===== src/rtl/reg_file_mp_pkg.sv =====
// reg_file_mp_pkg -- shared definitions for the multi-port register file.
//   DEF_DATA_W : default register width in bits
//   DEF_ADDR_W : default address width (DEPTH = 2**ADDR_W)
//   state_t    : controller state encoding (CLEAR = 0, RUN = 1)
package reg_file_mp_pkg;

  localparam int DEF_DATA_W = 32;
  localparam int DEF_ADDR_W = 5;

  typedef enum logic {
    CLEAR = 1'b0,
    RUN   = 1'b1
  } state_t;

endpackage


===== src/rtl/reg_file_mp_wsel.sv =====
// reg_file_mp_wsel -- write-port priority resolver for one address.
// Reports whether any enabled write port targets addr and, if so, the data
// of the highest-index such port.
//   we   : per-port write enables
//   wa   : packed write addresses, slice k for port k
//   wd   : packed write data, slice k for port k
//   addr : address being resolved
//   hit  : some enabled port targets addr
//   data : winning port's write data (0 when no hit)
module reg_file_mp_wsel
  import reg_file_mp_pkg::*;
#(
  parameter int DATA_W = DEF_DATA_W,
  parameter int ADDR_W = DEF_ADDR_W,
  parameter int NUM_WR = 2
) (
  input  logic [NUM_WR-1:0]        we,
  input  logic [NUM_WR*ADDR_W-1:0] wa,
  input  logic [NUM_WR*DATA_W-1:0] wd,
  input  logic [ADDR_W-1:0]        addr,
  output logic                     hit,
  output logic [DATA_W-1:0]        data
);

  // Ascending scan: a later (higher-index) match overrides earlier ones.
  always_comb begin
    hit  = 1'b0;
    data = '0;
    for (int k = 0; k < NUM_WR; k++) begin
      if (we[k] && (wa[k*ADDR_W +: ADDR_W] == addr)) begin
        hit  = 1'b1;
        data = wd[k*DATA_W +: DATA_W];
      end
    end
  end

endmodule


===== src/rtl/reg_file_mp.sv =====
// reg_file_mp -- multi-port register file with hardwired-zero entry 0 and a
// post-reset clear sweep.
//   clk     : clock, all state changes on rising edge
//   RESET_N : asynchronous active-low reset
//   WE      : write enables, bit k for write port k
//   WA / WD : packed write address / data, slice k for port k
//   RA / RD : packed read address / data, slice j for read port j (combinational)
//   READY   : high once the clear sweep has finished
// After reset the controller sits in CLEAR, zeroing entries 1..DEPTH-1 one
// per cycle; writes are ignored and reads return 0 until RUN is reached.
// Optional build macro REG_FILE_MP_BYPASS_EN: same-cycle write data is
// forwarded onto matching read ports in RUN.
module reg_file_mp
  import reg_file_mp_pkg::*;
#(
  parameter int DATA_W = DEF_DATA_W,
  parameter int ADDR_W = DEF_ADDR_W,
  parameter int NUM_RD = 2,
  parameter int NUM_WR = 2
) (
  input  logic                     clk,
  input  logic                     RESET_N,
  input  logic [NUM_WR-1:0]        WE,
  input  logic [NUM_WR*ADDR_W-1:0] WA,
  input  logic [NUM_WR*DATA_W-1:0] WD,
  input  logic [NUM_RD*ADDR_W-1:0] RA,
  output logic [NUM_RD*DATA_W-1:0] RD,
  output logic                     READY
);

  localparam int DEPTH = 2**ADDR_W;
  localparam logic [ADDR_W-1:0] CNT_LAST = {ADDR_W{1'b1}};
  localparam logic [ADDR_W-1:0] CNT_INIT = ADDR_W'(1);

  state_t              state;
  state_t              state_nxt;
  logic [ADDR_W-1:0]   cnt;
  logic                clr_en;
  logic                run_en;
  logic [DEPTH*DATA_W-1:0] entries;

  // Controller: state register
  always_ff @(posedge clk or negedge RESET_N) begin
    if (!RESET_N) state <= CLEAR;
    else          state <= state_nxt;
  end

  // Controller: next state. Leave CLEAR on the edge that clears the last entry.
  always_comb begin
    state_nxt = state;
    case (state)
      CLEAR:   if (cnt == CNT_LAST) state_nxt = RUN;
      RUN:     state_nxt = RUN;
      default: state_nxt = CLEAR;
    endcase
  end

  // Controller: outputs
  always_comb begin
    clr_en = (state == CLEAR);
    run_en = (state == RUN);
    READY  = run_en;
  end

  // Sweep counter starts at 1 because entry 0 needs no clearing; it wraps to
  // 0 together with the move to RUN and then stays put.
  always_ff @(posedge clk or negedge RESET_N) begin
    if (!RESET_N)    cnt <= CNT_INIT;
    else if (clr_en) cnt <= cnt + ADDR_W'(1);
  end

  // Storage: one register per nonzero entry, each with its own priority
  // resolver so that multi-port collisions resolve to the highest port.
  for (genvar i = 0; i < DEPTH; i++) begin : g_entry
    if (i == 0) begin : g_zero
      assign entries[0 +: DATA_W] = '0;
    end else begin : g_reg
      logic              hit;
      logic [DATA_W-1:0] wdata;
      logic [DATA_W-1:0] q;

      reg_file_mp_wsel #(
        .DATA_W (DATA_W),
        .ADDR_W (ADDR_W),
        .NUM_WR (NUM_WR)
      ) u_wsel (
        .we   (WE),
        .wa   (WA),
        .wd   (WD),
        .addr (ADDR_W'(i)),
        .hit  (hit),
        .data (wdata)
      );

      always_ff @(posedge clk) begin
        if (clr_en) begin
          if (cnt == ADDR_W'(i)) q <= '0;
        end else if (hit) begin
          q <= wdata;
        end
      end

      assign entries[i*DATA_W +: DATA_W] = q;
    end
  end

  // Read ports: forced to 0 outside RUN.
  for (genvar j = 0; j < NUM_RD; j++) begin : g_rd
    logic [ADDR_W-1:0] ra;
    logic [DATA_W-1:0] stored;

    assign ra     = RA[j*ADDR_W +: ADDR_W];
    assign stored = entries[ra*DATA_W +: DATA_W];

`ifdef REG_FILE_MP_BYPASS_EN
    logic              byp_hit;
    logic [DATA_W-1:0] byp_data;

    reg_file_mp_wsel #(
      .DATA_W (DATA_W),
      .ADDR_W (ADDR_W),
      .NUM_WR (NUM_WR)
    ) u_byp (
      .we   (WE),
      .wa   (WA),
      .wd   (WD),
      .addr (ra),
      .hit  (byp_hit),
      .data (byp_data)
    );

    // Address 0 never forwards: its writes are discarded.
    assign RD[j*DATA_W +: DATA_W] = !run_en ? '0 :
                                    (byp_hit && (ra != '0)) ? byp_data : stored;
`else
    assign RD[j*DATA_W +: DATA_W] = run_en ? stored : '0;
`endif
  end

endmodule

===== config.mk =====
export PLATFORM = sky130hd
export DESIGN_NAME = reg_file_mp
export DESIGN_NICKNAME = d
export VERILOG_FILES = /design/src/rtl/reg_file_mp_pkg.sv /design/src/rtl/reg_file_mp_wsel.sv /design/src/rtl/reg_file_mp.sv
export SDC_FILE = /design/constraint.sdc
export NUM_CORES = 2
export LEC_CHECK = 0
export BUFFER_PORTS_ARGS = -buffer_cell sky130_fd_sc_hd__buf_2
export CAP_MARGIN = 20
export CORE_ASPECT_RATIO = 0.7
export CORE_MARGIN = 2
export CORE_UTILIZATION = 30
export CTS_CLUSTER_DIAMETER = 30
export DETAILED_ROUTE_END_ITERATION = 16
export HOLD_SLACK_MARGIN = 0.15
export PLACE_DENSITY = 0.44
export SYNTH_ARGS = -nofsm -noshare
export SYNTH_HDL_FRONTEND = slang
export SYNTH_SLANG_ARGS = --single-unit

===== constraint.sdc =====
create_clock -name clk -period 5.96 [get_ports clk]
set_clock_uncertainty 0.2 [all_clocks]
set_input_delay 1.49 -clock clk [delete_from_list [all_inputs] [get_ports clk]]
set_output_delay 1.49 -clock clk [all_outputs]
set_load 0.05 [all_outputs]

==> run summary <==
The flow ran to the end, and the final reports show no timing, DRC or antenna violations. Synthesis handed over a netlist of 6259 instances. The run gives 6353 as the total nets after synthesis.

In the final routed layout, each cell accounts on average for 33.85 microns. The biggest area contributor in the post-synthesis netlist is sky130_fd_sc_hd__edfxtp_1. The run gives 53020 as the via count of the first global-routing pass.

Number of vias per cell after detailed routing: 6.089. For this run, the share of the core covered by cells in the final layout is 36.14%. The slew at the pin closest to its max-slew limit came out at 1.148 ns. The logs give 62260 sq um for the total standard cell area after synthesis and 0 for the number of gates resized after CTS. The count of warnings emitted by yosys is 0, and the worst reg-to-reg path cell count is 4. The per-instance average area after synthesis works out to 9.947 sq um.

The final hold violation count came out at 0. The overall die area is 211200 sq um, and the post-route clock period utilization is 95.15%. The async set or reset register ratio after synthesis is 0.6012%. Count of port buffers added during placement: 152. The number of placement rows was 139. For the count of max-cap constraint violations, the log shows 0.

STA classifies the critical path endpoint as a primary output. The tools report the effective utilization at floorplan as 30.26%. Path category of the worst min-delay check: in2async. Leading cell type in the layout, fill and taps excluded: sky130_fd_sc_hd__nand2_1. In this run, post-CTS hold repair placed 0 buffers. For the final routed database, the setup TNS stands at 0 ns. Worst endpoint data arrival time: 3.98 ns. Peak ir drop on the vdd network: 0.0002415 V. The detail route stage leaves a number of antenna-violating nets equal to 0. The logs give 208 for the total clock buffers created by CTS and 0 for the sum of overflow across all layers after global routing. The layout overhead on the synthesized area is 19.42%. In the layout the commonest cells are sky130_fd_sc_hd__nand2_1 (2058), sky130_fd_sc_hd__a21oi_1 (1054), sky130_fd_sc_hd__edfxtp_1 (992). Entering global routing, the biggest net connects 66 pins. The number of max-slew violations in the final report was 0; the maximum level of the CTS H-tree was 4. The netlist uses 62 different library cells.

Worst reg2reg path startpoint: READY. For the worst setup path, the data required time is 4.27 ns. The tools report the total length of routed wires as 307400 microns. TritonCTS built the clock tree. The DRC violation count after routing came out at 0.

Buffers added to address setup during post-CTS repair amount to 0. The logs give 205700 sq um for the area of the core region and 998 for the number of sinks on the clock net. The floorplan step set the die height to 385.1 microns. The run gives 30020 sq um as the multi-input combinational cell area.

Summed over all cells, the static leakage comes to 28.57 nW. The number of synthesized register bits is 998, and the number of nets in the layout is 6257. The number of antenna violations at the first check in global routing was 26; the worst-skew pair later-pin latency was 0.82 ns. For the final setup violation count, the log shows 0. The clock period minus worst slack works out to 5.671 ns. The classification of the worst setup path is in2out.

Before antenna repair, the detailed router went through 6 iterations. The terminus of the critical flop-to-flop path was g_entry[31].g_reg.q[27]. The die boundary width works out to 548.5 microns. Routability-driven placement finished with a final weighted congestion of 0.9028. In this run the worst path has a maximum fanout of 35. The part of the Yosys area used for sequential elements is 48.09%. Clock tree synthesis selected as its root buffer the cell sky130_fd_sc_hd__clkbuf_16. By area the synthesized netlist is led by sky130_fd_sc_hd__edfxtp_1 (48%), sky130_fd_sc_hd__nand2_1 (13%), sky130_fd_sc_hd__mux4_2 (12%). The boundary pin count is 153, and the share of post-route cells with drive strength above 1 is 19.86%. Of the post-synthesis cell area, the dominant cell type holds 47.85%.

The sequential cells in the finished layout cover a total of 29940 sq um. The filler cells instantiated in the layout total 20150. Setup repair after global routing left no endpoint under its margin. Global routing consumed, over all layers together, 28.25% of the routing resources.

The wire length of the first global-routing pass came out at 423700 microns. After legalization and detailed placement, the total HPWL measured 189700 microns. For flop-to-flop paths, the worst setup slack is 1.96 ns. The maximum clock rate was 176.3 MHz; the number of enable flip-flop cells after synthesis was 992.

STA classifies the critical path startpoint as a primary input. After clock tree synthesis, the clock-pin slew on the worst setup and hold paths is 0.04 ns. The leading register cell type out of synthesis was sky130_fd_sc_hd__edfxtp_1. The routed layout has 55290 vias. For the maximum count of clock buffers along a single path, the log shows 4. The ratio of total power to cell area is 290.8 nW/um^2, and the remaining max-slew budget at the tightest pin is 23.19%. In this run, the number of DRC markers left after iteration 0 of detailed routing was 8720.
[synth_stat cells (7+ instances only)]
cell type / number
sky130_fd_sc_hd__buf_2: 104
sky130_fd_sc_hd__a22oi_1: 74
sky130_fd_sc_hd__o221ai_1: 32
sky130_fd_sc_hd__nand2b_1: 7
sky130_fd_sc_hd__o21a_1: 8
sky130_fd_sc_hd__inv_1: 39
sky130_fd_sc_hd__mux2_1: 26
sky130_fd_sc_hd__mux4_2: 325
sky130_fd_sc_hd__nand2_1: 2074
sky130_fd_sc_hd__a221o_1: 40
sky130_fd_sc_hd__mux2_2: 94
sky130_fd_sc_hd__o221a_1: 30
sky130_fd_sc_hd__a21oi_1: 1055
sky130_fd_sc_hd__mux2i_1: 242
sky130_fd_sc_hd__nor3_1: 32
sky130_fd_sc_hd__a41o_1: 30
sky130_fd_sc_hd__buf_4: 37
sky130_fd_sc_hd__o21ai_1: 32
sky130_fd_sc_hd__a221oi_1: 54
sky130_fd_sc_hd__o211ai_1: 31
sky130_fd_sc_hd__clkbuf_1: 509
sky130_fd_sc_hd__o21ai_0: 36
sky130_fd_sc_hd__nor2b_1: 83
sky130_fd_sc_hd__buf_1: 60
sky130_fd_sc_hd__a22o_1: 20
sky130_fd_sc_hd__edfxtp_1: 992
sky130_fd_sc_hd__o31a_1: 24
sky130_fd_sc_hd__nor2_1: 87
[how the worst max path moves through the flow]
| stage | cells after the start | end | slack, ns | startpoint |
|---|---|---|---|---|
| 4_1_cts | 7 | RD[50] | 0.32 | RA[6] |
| 6_report | 7 | RD[50] | 0.29 | RA[6] |
| 2_1_floorplan | 7 | RD[32] | 0.93 | RA[5] |
| 3_3_place_gp | 7 | RD[50] | 0.28 | RA[6] |
| 3_5_place_dp | 7 | RD[50] | 0.32 | RA[6] |
| 5_1_grt | 7 | RD[54] | 0.29 | RA[5] |
[power by group]
part	internal (mW)	total (mW)	switching (mW)
sequential	7.68	7.68	0.00384
clock	7.70	11.8	4.10
combinational	0.617	2.14	1.52
[kinds of logic (layout without fill, tap and decap cells)]
kind of cell,Yosys count,count (layout),share of synthesized area (%)
muxes,687,687,17.82
xor gates and xnor gates,3,3,0.04221
and+or+nand+nor,2335,2335,14.88
AOI/OAI and AO/OA,1475,1475,14.00
adders and majority gates,6,6,0.1206
other,0,6,0
DFF,998,998,48.09
buffers and inverters,755,821,5.044
[sequential cells by signal, indices dropped and copies added, names as in the netlist]
signal,count
g_entry.g_reg.q,992
cnt,5
READY,1
[per-stage QoR]
| stage | cells | hold slack, ns | area, sq um | setup WS (ns) | total power [mW] |
|---|---|---|---|---|---|
| final | 9080 | 0.2967 | 74350 | 0.2892 | 21.62 |
| after global routing | 9078 | 0.2909 | 74340 | 0.2854 | 22.06 |
| after CTS | 9071 | 0.2738 | 74260 | 0.3168 | 21.63 |
| after detailed placement | 8699 | 0.3088 | 67390 | 0.3165 | 9.905 |
| after global placement | 8698 | 0.3008 | 67360 | 0.2808 | 9.891 |
| after floorplan | 6259 | 0.2882 | 62260 | 0.9298 | 8.976 |
[layer usage]
| metal | wire length, microns | global-route usage (%) | part of all wire [%] | up-vias |
|---|---|---|---|---|
| met5 | 153 | 0 | 0.050 | - |
| met4 | 12570 | 11.02 | 4.1 | 26 |
| met3 | 39120 | 7.104 | 13 | 670 |
| met2 | 127500 | 40.33 | 41 | 4216 |
| met1 | 128000 | 40.67 | 42 | 27800 |
| li1 | - | - | - | 22570 |
[critical path: stages]
cell	delay, ns
sky130_fd_sc_hd__buf_8	0.21
sky130_fd_sc_hd__buf_12	0.32
sky130_fd_sc_hd__mux4_2	0.55
sky130_fd_sc_hd__mux2_2	0.30
sky130_fd_sc_hd__o221ai_1	0.53
sky130_fd_sc_hd__a21oi_1	0.24
sky130_fd_sc_hd__buf_12	0.22
[area by class of cell]
class                      instances  area share [%]
antenna                            6         0.02020
clock buffer                     236           7.242
clock inverter                   136           1.993
inverter                          39          0.1969
multi-input combinational       4506           40.37
sequential                       998           40.28
tap                             2749           4.626
timing repair buffer             410           5.273
Power figures use the tool's default switching activity.
